File: config.mk
export PLATFORM = sky130hd
export DESIGN_NAME = pc_sequencer
export DESIGN_NICKNAME = d
export VERILOG_FILES = /design/src/rtl/pc_sequencer.sv
export SDC_FILE = /design/constraint.sdc
export NUM_CORES = 1
export LEC_CHECK = 0
export ABC_AREA = 1
export BUFFER_PORTS_ARGS = -buffer_cell sky130_fd_sc_hd__clkbuf_2
export CORE_ASPECT_RATIO = 0.7
export CORE_MARGIN = 2
export CORE_UTILIZATION = 45
export DETAILED_ROUTE_END_ITERATION = 10
export MAX_ROUTING_LAYER = met4
export PLACE_DENSITY = 0.65
export SYNTH_ARGS = -nofsm -noshare
export SYNTH_HDL_FRONTEND = slang
export SYNTH_SLANG_ARGS = --single-unit
File: constraint.sdc
create_clock -name CLK -period 2.3 [get_ports CLK]
set_input_delay 0.575 -clock CLK [delete_from_list [all_inputs] [get_ports CLK]]
set_output_delay 0.575 -clock CLK [all_outputs]
set_load 0.005 [all_outputs]
File: src/rtl/pc_sequencer.sv
// Fetch sequencer: owns the program counter, reads instruction memory, hands words
// to the decoder over valid/ready and applies jump/call/return/halt redirects.
module pc_sequencer #(
    parameter int              AW       = 8,
    parameter int              IW       = 8,
    parameter int              RS_DEPTH = 4,
    parameter logic [AW-1:0]   RESET_PC = 8'h00
) (
    input  logic                      CLK,
    input  logic                      areset,
    output logic                      imem_req,
    output logic [AW-1:0]             imem_addr,
    input  logic                      imem_ack,
    input  logic [IW-1:0]             imem_data,
    output logic                      instr_valid,
    output logic [IW-1:0]             instr,
    output logic [AW-1:0]             instr_pc,
    input  logic                      instr_ready,
    input  logic                      redir_valid,
    input  logic [1:0]                redir_type,
    input  logic [AW-1:0]             redir_target,
    output logic [$clog2(RS_DEPTH):0] rs_count,
    output logic                      rs_err,
    output logic                      halted
);

    localparam int PW = $clog2(RS_DEPTH);
    localparam int CW = PW + 1;

    localparam logic [1:0] RT_JUMP = 2'b00;
    localparam logic [1:0] RT_CALL = 2'b01;
    localparam logic [1:0] RT_RET  = 2'b10;

    typedef enum logic [2:0] {
        S_IDLE,
        S_REQ,
        S_ISSUE,
        S_FLUSH,
        S_HALT
    } state_e;

    state_e          state_q, state_d;
    logic [AW-1:0]   pc_q, pc_d;
    logic [AW-1:0]   last_pc_q, last_pc_d;
    logic [IW-1:0]   instr_q, instr_d;
    logic [AW-1:0]   instr_pc_q, instr_pc_d;
    logic            halt_pend_q, halt_pend_d;
    logic [PW-1:0]   sp_q, sp_d;
    logic [CW-1:0]   rs_count_q, rs_count_d;
    logic            rs_err_q, rs_err_d;

    // Circular return stack; sp_q is the next free slot, which is also the oldest
    // entry once the stack is full, so a push on a full stack overwrites the oldest.
    logic [AW-1:0]   rs_mem [RS_DEPTH];
    logic [PW-1:0]   top_idx;
    logic            push_en;
    logic [AW-1:0]   push_data;
    logic            redir_take;
    logic            is_halt;

    assign top_idx    = sp_q - PW'(1);
    assign redir_take = redir_valid && (state_q == S_REQ || state_q == S_ISSUE);

    // NOTE: sequential state uses non-blocking assignments so every register samples
    // the pre-edge values; blocking here would create order-dependent behaviour.
    always_ff @(posedge CLK) begin
        if (areset) begin
            state_q     <= S_IDLE;
            pc_q        <= RESET_PC;
            last_pc_q   <= RESET_PC;
            instr_q     <= '0;
            instr_pc_q  <= '0;
            halt_pend_q <= 1'b0;
            sp_q        <= '0;
            rs_count_q  <= '0;
            rs_err_q    <= 1'b0;
        end else begin
            state_q     <= state_d;
            pc_q        <= pc_d;
            last_pc_q   <= last_pc_d;
            instr_q     <= instr_d;
            instr_pc_q  <= instr_pc_d;
            halt_pend_q <= halt_pend_d;
            sp_q        <= sp_d;
            rs_count_q  <= rs_count_d;
            rs_err_q    <= rs_err_d;
        end
    end

    // NOTE: stack storage has no reset; rs_count_q alone defines which entries are
    // valid, so clearing the array would only cost reset fan-out.
    always_ff @(posedge CLK) begin
        if (push_en && !areset) begin
            rs_mem[sp_q] <= push_data;
        end
    end

    // NOTE: every signal driven here gets a default first so no path leaves it
    // unassigned, which would otherwise infer a latch.
    always_comb begin
        state_d     = state_q;
        pc_d        = pc_q;
        last_pc_d   = last_pc_q;
        instr_d     = instr_q;
        instr_pc_d  = instr_pc_q;
        halt_pend_d = halt_pend_q;
        sp_d        = sp_q;
        rs_count_d  = rs_count_q;
        rs_err_d    = rs_err_q;
        push_en     = 1'b0;
        push_data   = last_pc_q + AW'(1);
        is_halt     = 1'b0;

        case (state_q)
            S_IDLE: state_d = S_REQ;
            S_REQ: begin
                if (imem_ack && !redir_take) begin
                    instr_d    = imem_data;
                    instr_pc_d = pc_q;
                    state_d    = S_ISSUE;
                end
            end
            S_ISSUE: begin
                if (instr_ready && !redir_take) begin
                    last_pc_d = instr_pc_q;
                    pc_d      = pc_q + AW'(1);
                    state_d   = S_REQ;
                end
            end
            S_FLUSH: begin
                // The outstanding response is consumed and dropped.
                if (imem_ack) begin
                    state_d     = halt_pend_q ? S_HALT : S_REQ;
                    halt_pend_d = 1'b0;
                end
            end
            S_HALT:  state_d = S_HALT;
            default: state_d = S_IDLE;
        endcase

        // Redirects override both the decoder handshake and the memory response.
        if (redir_take) begin
            case (redir_type)
                RT_JUMP: pc_d = redir_target;
                RT_CALL: begin
                    pc_d    = redir_target;
                    push_en = 1'b1;
                    sp_d    = sp_q + PW'(1);
                    if (rs_count_q == CW'(RS_DEPTH)) begin
                        rs_err_d = 1'b1;
                    end else begin
                        rs_count_d = rs_count_q + CW'(1);
                    end
                end
                RT_RET: begin
                    if (rs_count_q == '0) begin
                        pc_d     = redir_target;
                        rs_err_d = 1'b1;
                    end else begin
                        pc_d       = rs_mem[top_idx];
                        sp_d       = top_idx;
                        rs_count_d = rs_count_q - CW'(1);
                    end
                end
                default: is_halt = 1'b1;
            endcase

            if (state_q == S_REQ && !imem_ack) begin
                state_d     = S_FLUSH;
                halt_pend_d = is_halt;
            end else begin
                state_d = is_halt ? S_HALT : S_REQ;
            end
        end
    end

    assign imem_req    = (state_q == S_REQ);
    assign imem_addr   = imem_req ? pc_q : '0;
    assign instr_valid = (state_q == S_ISSUE);
    assign instr       = instr_q;
    assign instr_pc    = instr_pc_q;
    assign rs_count    = rs_count_q;
    assign rs_err      = rs_err_q;
    assign halted      = (state_q == S_HALT);

endmodule

==> results.json, run 1 <==
{
  "status": "finished, final reports clean",
  "drv_cap": 0,
  "synth_warnings": 0,
  "num_vias": 3030,
  "slew_viol_final": 0,
  "ys_seq_area_share_pct": 49.91,
  "post_cts_resized": 0,
  "period_needed_ns": 1.913,
  "place_ws_ns": 0.2199,
  "skew_ns": 0.007332,
  "diodes": 0,
  "grt_pass1_vias": 2800,
  "final_common_cell": "nand2_1",
  "syn-cell-area_mm2": 0.003610,
  "synthToLayoutAreaGrowth_pct": 19.34,
  "setup_viol": 0,
  "antenna_found_initial": 0,
  "layout.nets": 533,
  "finalHoldViolCount": 0,
  "dieHeight_um": 78.94,
  "syn_nets": 474,
  "ctsHoldBuffers": 0,
  "total_power_mw": 3.509,
  "critPathMaxFanout": 10,
  "p_switching_uw": 956.0,
  "vias_per_cell": 5.008,
  "cts_tree": "done",
  "rows": 27,
  "setup_ws_ns": 0.3869,
  "grt_setup_unrepaired": "no",
  "pwr-share-seq_pct": 42.8,
  "ant_nets": 0,
  "dr.first_iter.drc_count": 264,
  "finalSetupTns_ns": 0,
  "gr-usage-all-layers_pct": 21.22,
  "clockBufferDepth": 2,
  "io_pins": 54,
  "routedWlPerCell_um": 14.01,
  "multi_input_comb_area_mm2": 0.001471,
  "globalRouteOverflowTotal": 0,
  "comb_power_share_pct": 15.2,
  "end_kind": "output port",
  "leakagePower_nw": 1.833,
  "die_width_um": 111.1,
  "sw_frac_of_total_pct": 27.24,
  "grt_max_degree": 36,
  "synth_cell_type_count": 30,
  "final_cell_mix": "82 x nand2_1, 59 x inv_1, 53 x clkbuf_2, 47 x nand3_1, 47 x nor2_1",
  "slew_headroom_pct": 66.78,
  "wirelength_mm": 8.476,
  "fillers": 739,
  "port_buffers": 53,
  "die_area_mm2": 0.008766,
  "synthCells": 440,
  "coreArea_mm2": 0.007838,
  "start_kind": "flop",
  "cts.sinks": 74,
  "seq_area_mm2": 0.001802,
  "initial_core_util_pct": 46.06,
  "max_freq_mhz": 522.7,
  "clkPwrFrac_pct": 42.0,
  "path_clk_slew_ns": 0.06,
  "hold_class": "reg2reg",
  "postCtsSetupBuffers": 0,
  "ir_drop_v": 0.0005686,
  "grt_pass1_wl_mm": 13.88,
  "numCtsBuffers": 9,
  "ys_ff_latch": 74,
  "drive_gt1_share_pct": 19.25,
  "first_pass_iters": 4,
  "avgSynthCellArea_um2": 8.204,
  "powerDensity_mw_per_mm2": 814.6,
  "drc_errors": 0,
  "worst_pin_slew_ns": 0.4977,
  "htree_levels": 3,
  "crit_type": "reg2out",
  "cp_data_required_time_ns": 1.73,
  "clock_latency_ns": 0.34,
  "internal-power_mw": 2.553,
  "dp_hpwl_mm": 6.079,
  "finalCritPeriodShare_pct": 83.18,
  "cts_root_buf": "clkbuf_16",
  "critical_path_arrival_ns": 1.34,
  "place.gp.congestion": 0.8276
}
[worst paths after layout]
path,start,end,slack (ns),cells past startpoint
max,state_q[1],imem_addr[4],0.39,5
min,instr[1],instr[1],0.45,2
max reg2reg,sp_q[1],pc_q[1],0.50,8
min reg2reg,instr[1],instr[1],0.45,2
[layout make-up]
cell class | count | area share (%)
inverter | 64 | 5.577
multi-input combinational | 287 | 34.16
clock buffer | 13 | 7.029
clock inverter | 3 | 0.5809
tap | 101 | 2.933
timing repair buffer | 63 | 7.900
sequential | 74 | 41.82
[synthesized netlist by cell type (all sizes together)]
library cell	n	share of area, %
a21oi	33	4.6
buf	13	2.5
clkbuf	2	0.21
dfxtp	42	23
edfxtp	32	27
fa	1	0.55
ha	10	3.5
inv	64	6.7
nand2	86	9.5
nand3	50	7.6
nand3b	2	0.52
nand4	4	0.69
nor2	51	6.0
nor3	6	0.97
o21ai	36	5.0
xnor2	1	0.24
xor2	7	1.7
[metal layers]
metal  global-route usage [%]  wire, um  vias to the layer above
met3                    6.183       633                        9
met1                    29.35      4135                     1397
met4                    6.543        70                        0
met5                        -         0                        -
li1                         -         -                     1543
met2                    30.37      3638                       81
[power groups by stage]
stage	clock, mW	sequential [mW]	combinational (mW)
final	1.47	1.50	0.534
after global placement	0	1.53	0.522
after detailed placement	0	1.53	0.531
after floorplan	0	1.51	0.374
after CTS	1.51	1.50	0.536
after global routing	1.56	1.51	0.613
[state kept, by name (all words and copies together) (netlist names)]
register     cells
sp_q             2
state_q          3
rs_err           1
halt_pend_q      1
last_pc_q        8
rs_count         3
pc_q             8
rs_mem          32
instr            8
instr_pc         8
[per-stage QoR]
step | hold slack [ns] | std cells | util (%) | instance area [um^2]
6_report | 0.4460 | 605 | 54.96 | 4308
5_1_grt | 0.4682 | 605 | 54.96 | 4308
4_1_cts | 0.4497 | 605 | 54.96 | 4308
3_5_place_dp | 0.4407 | 589 | 50.78 | 3980
3_3_place_gp | 0.4323 | 589 | 50.78 | 3980
2_1_floorplan | 0.4400 | 440 | - | 3610
[cells by family after synthesis]
| kind of cell | synth area share (%) |
|---|---|
| AOI/OAI and AO/OA | 9.567 |
| xor gates and xnor gates | 1.941 |
| adders and majority gates | 4.021 |
| buffers and inverters | 9.324 |
| DFF | 49.91 |
| and+or+nand+nor | 25.23 |
[critical path, cell delays in order, from the launching register on]
cell	delay, ns
dfxtp_1	0.34
inv_1	0.11
nand3_2	0.11
buf_4	0.20
nor2_1	0.11
clkbuf_2	0.12
Note: power is estimated with default switching activity, not from simulation.
==> run 2, diff against run 1 <==
Settings changed: PLACE_DENSITY 0.65 to 0.68.
Clock period 2.3 ns to 1.7 ns, I/O delays scaled along.
==> run 2 against run 1 <==
Against the previous run: combinational power up 52%; power grew 36%; sequential power rose by 36%; cell count is 2.5% higher; first-iteration DRC count decreased by 28%; utilization is 1.8 points higher; clock power is 29% higher; die area did not move; clock-buffer cell count shrank 2; largest cell class unchanged.
==> results.json, run 2 (synthesis gave the netlist of run 1 again) <==
{
  "final_util_pct": 56.80,
  "clockBufferDepth": 2,
  "synthToLayoutAreaGrowth_pct": 23.33,
  "largest_reg_flops": 32,
  "critPathMaxFanout": 11,
  "rows": 27,
  "io_pins": 54,
  "cp.buffers_inverters": 3,
  "r2r_setup_slack_ns": 0.12,
  "numCtsBuffers": 9,
  "port_buffers": 53,
  "place.gp.congestion": 0.8508,
  "coreArea_mm2": 0.007838,
  "setup.worst_path.end": "imem_addr[0]",
  "drv_cap": 0,
  "skew_ns": 0.007672,
  "finalHoldViolCount": 0,
  "cp.depth": 5,
  "drive_gt1_share_pct": 22.54,
  "worst-r2r-cell-count": 8,
  "dp_hpwl_mm": 6.134,
  "period_needed_ns": 1.647,
  "status": "finished, final reports clean",
  "place_inst": 601,
  "ir_drop_v": 0.0005457,
  "globalRouteOverflowTotal": 0,
  "dr.first_iter.drc_count": 189,
  "routedWlPerCell_um": 13.87,
  "diodes": 0,
  "placed_area_mm2": 0.004098,
  "die_width_um": 111.1,
  "r2r_start": "state_q[2]",
  "leakagePower_nw": 1.915,
  "antenna_found_initial": 0,
  "cpMaxStageDelayCell": "dfxtp_1",
  "setup_ws_ns": 0.05334,
  "worst_pin_slew_ns": 0.4401,
  "clock_latency_ns": 0.33,
  "setup_viol": 0,
  "die_area_mm2": 0.008766,
  "slew_viol_final": 0,
  "cts_tree": "done",
  "path_clk_slew_ns": 0.06,
  "dieHeight_um": 78.94,
  "final_common_cell": "nand2_1",
  "initial_core_util_pct": 46.06,
  "critical_path.startpoint": "state_q[2]",
  "first_pass_iters": 5,
  "grt_max_degree": 36,
  "finalSetupTns_ns": 0,
  "num_vias": 3121,
  "final_cell_mix": "82 x nand2_1, 58 x inv_1, 53 x clkbuf_2, 47 x nand3_1, 45 x nor2_1",
  "finish.cell_count_without_fillers": 620,
  "total_power_mw": 4.759,
  "slowest_delay_ns": 0.32,
  "hold_class": "in2reg",
  "regMostFlops": "rs_mem",
  "cts.sinks": 74,
  "cp_data_required_time_ns": 1.27,
  "gr-usage-all-layers_pct": 20.87,
  "crit_chain": "inv_2, nand3_4, buf_8, nor2_1, clkbuf_2",
  "holdWs_ns": 0.3541,
  "end_kind": "output port",
  "cts_root_buf": "clkbuf_16",
  "grt_setup_unrepaired": "no",
  "critical_path.top_delay_family": "buffers and inverters",
  "drc_errors": 0,
  "htree_levels": 3,
  "layout.nets": 548,
  "vias_per_cell": 5.034,
  "critical_path_arrival_ns": 1.22,
  "grt_pass1_vias": 2867,
  "crit_type": "reg2out",
  "start_kind": "flop",
  "powerDensity_mw_per_mm2": 1069,
  "timing.rr.end": "rs_mem[3][4]",
  "ant_nets": 0,
  "ctsHoldBuffers": 0,
  "fin_area_mm2": 0.004452,
  "finalCritPeriodShare_pct": 96.86,
  "wirelength_mm": 8.599,
  "grt_pass1_wl_mm": 13.88,
  "place_ws_ns": -0.08632,
  "max_freq_mhz": 607.3,
  "slew_headroom_pct": 70.56
}
==> run 2: changes by cell type in the layout (fill, tap and decap cells not counted), sizes merged <==
cell | previous run | this run
inv | 65 | 68
clkbuf | 66 | 64
buf | 10 | 25
clkinvlp | 1 | 0
==> run 2: worst min path at each step <==
stage	from	end	cells past startpoint
final	redir_target[1]	pc_q[1]	3
after global routing	redir_target[1]	pc_q[1]	3
after CTS	redir_target[2]	pc_q[2]	3
after detailed placement	instr[2]	instr[2]	2
after global placement	instr[2]	instr[2]	2
after floorplan	instr[1]	instr[1]	2
==> run 2: tightest hold or removal path: cells and delay by family <==
| family | cells | cell delay [ns] |
|---|---|---|
| buffers and inverters | 1 | 0.09 |
| and+or+nand+nor | 1 | 0.07 |
| AOI/OAI and AO/OA | 1 | 0.06 |
==> run 2: cell type report <==
cell class / instances / area, um^2
clock buffers: 11 / 264.0
clock inverters: 5 / 41.29
fillers: 736 / 3386
inverters: 64 / 242.7
multi-input cells: 287 / 1484
flip-flops and latches: 74 / 1804
well taps: 101 / 126.4
repair buffers: 78 / 489.2
==> run 2: layer usage <==
metal  GRT usage, %  wire, um  up-vias
met1          28.84      4147     1430
li1               -         -     1578
met5              -         0        -
met3          4.580       581        8
met4          7.284       102        0
met2          30.67      3768      105
==> run 2: where the power goes <==
part           internal [mW]  switching (mW)
combinational          0.329           0.485
clock                   1.14           0.767
sequential              1.94          0.0965
total                   3.41            1.35
==> run 2: what timing repair did <==
action	in CTS	in global routing
setup buffers	0	3
resized for setup	1	8
endpoints found under the setup margin	4	11
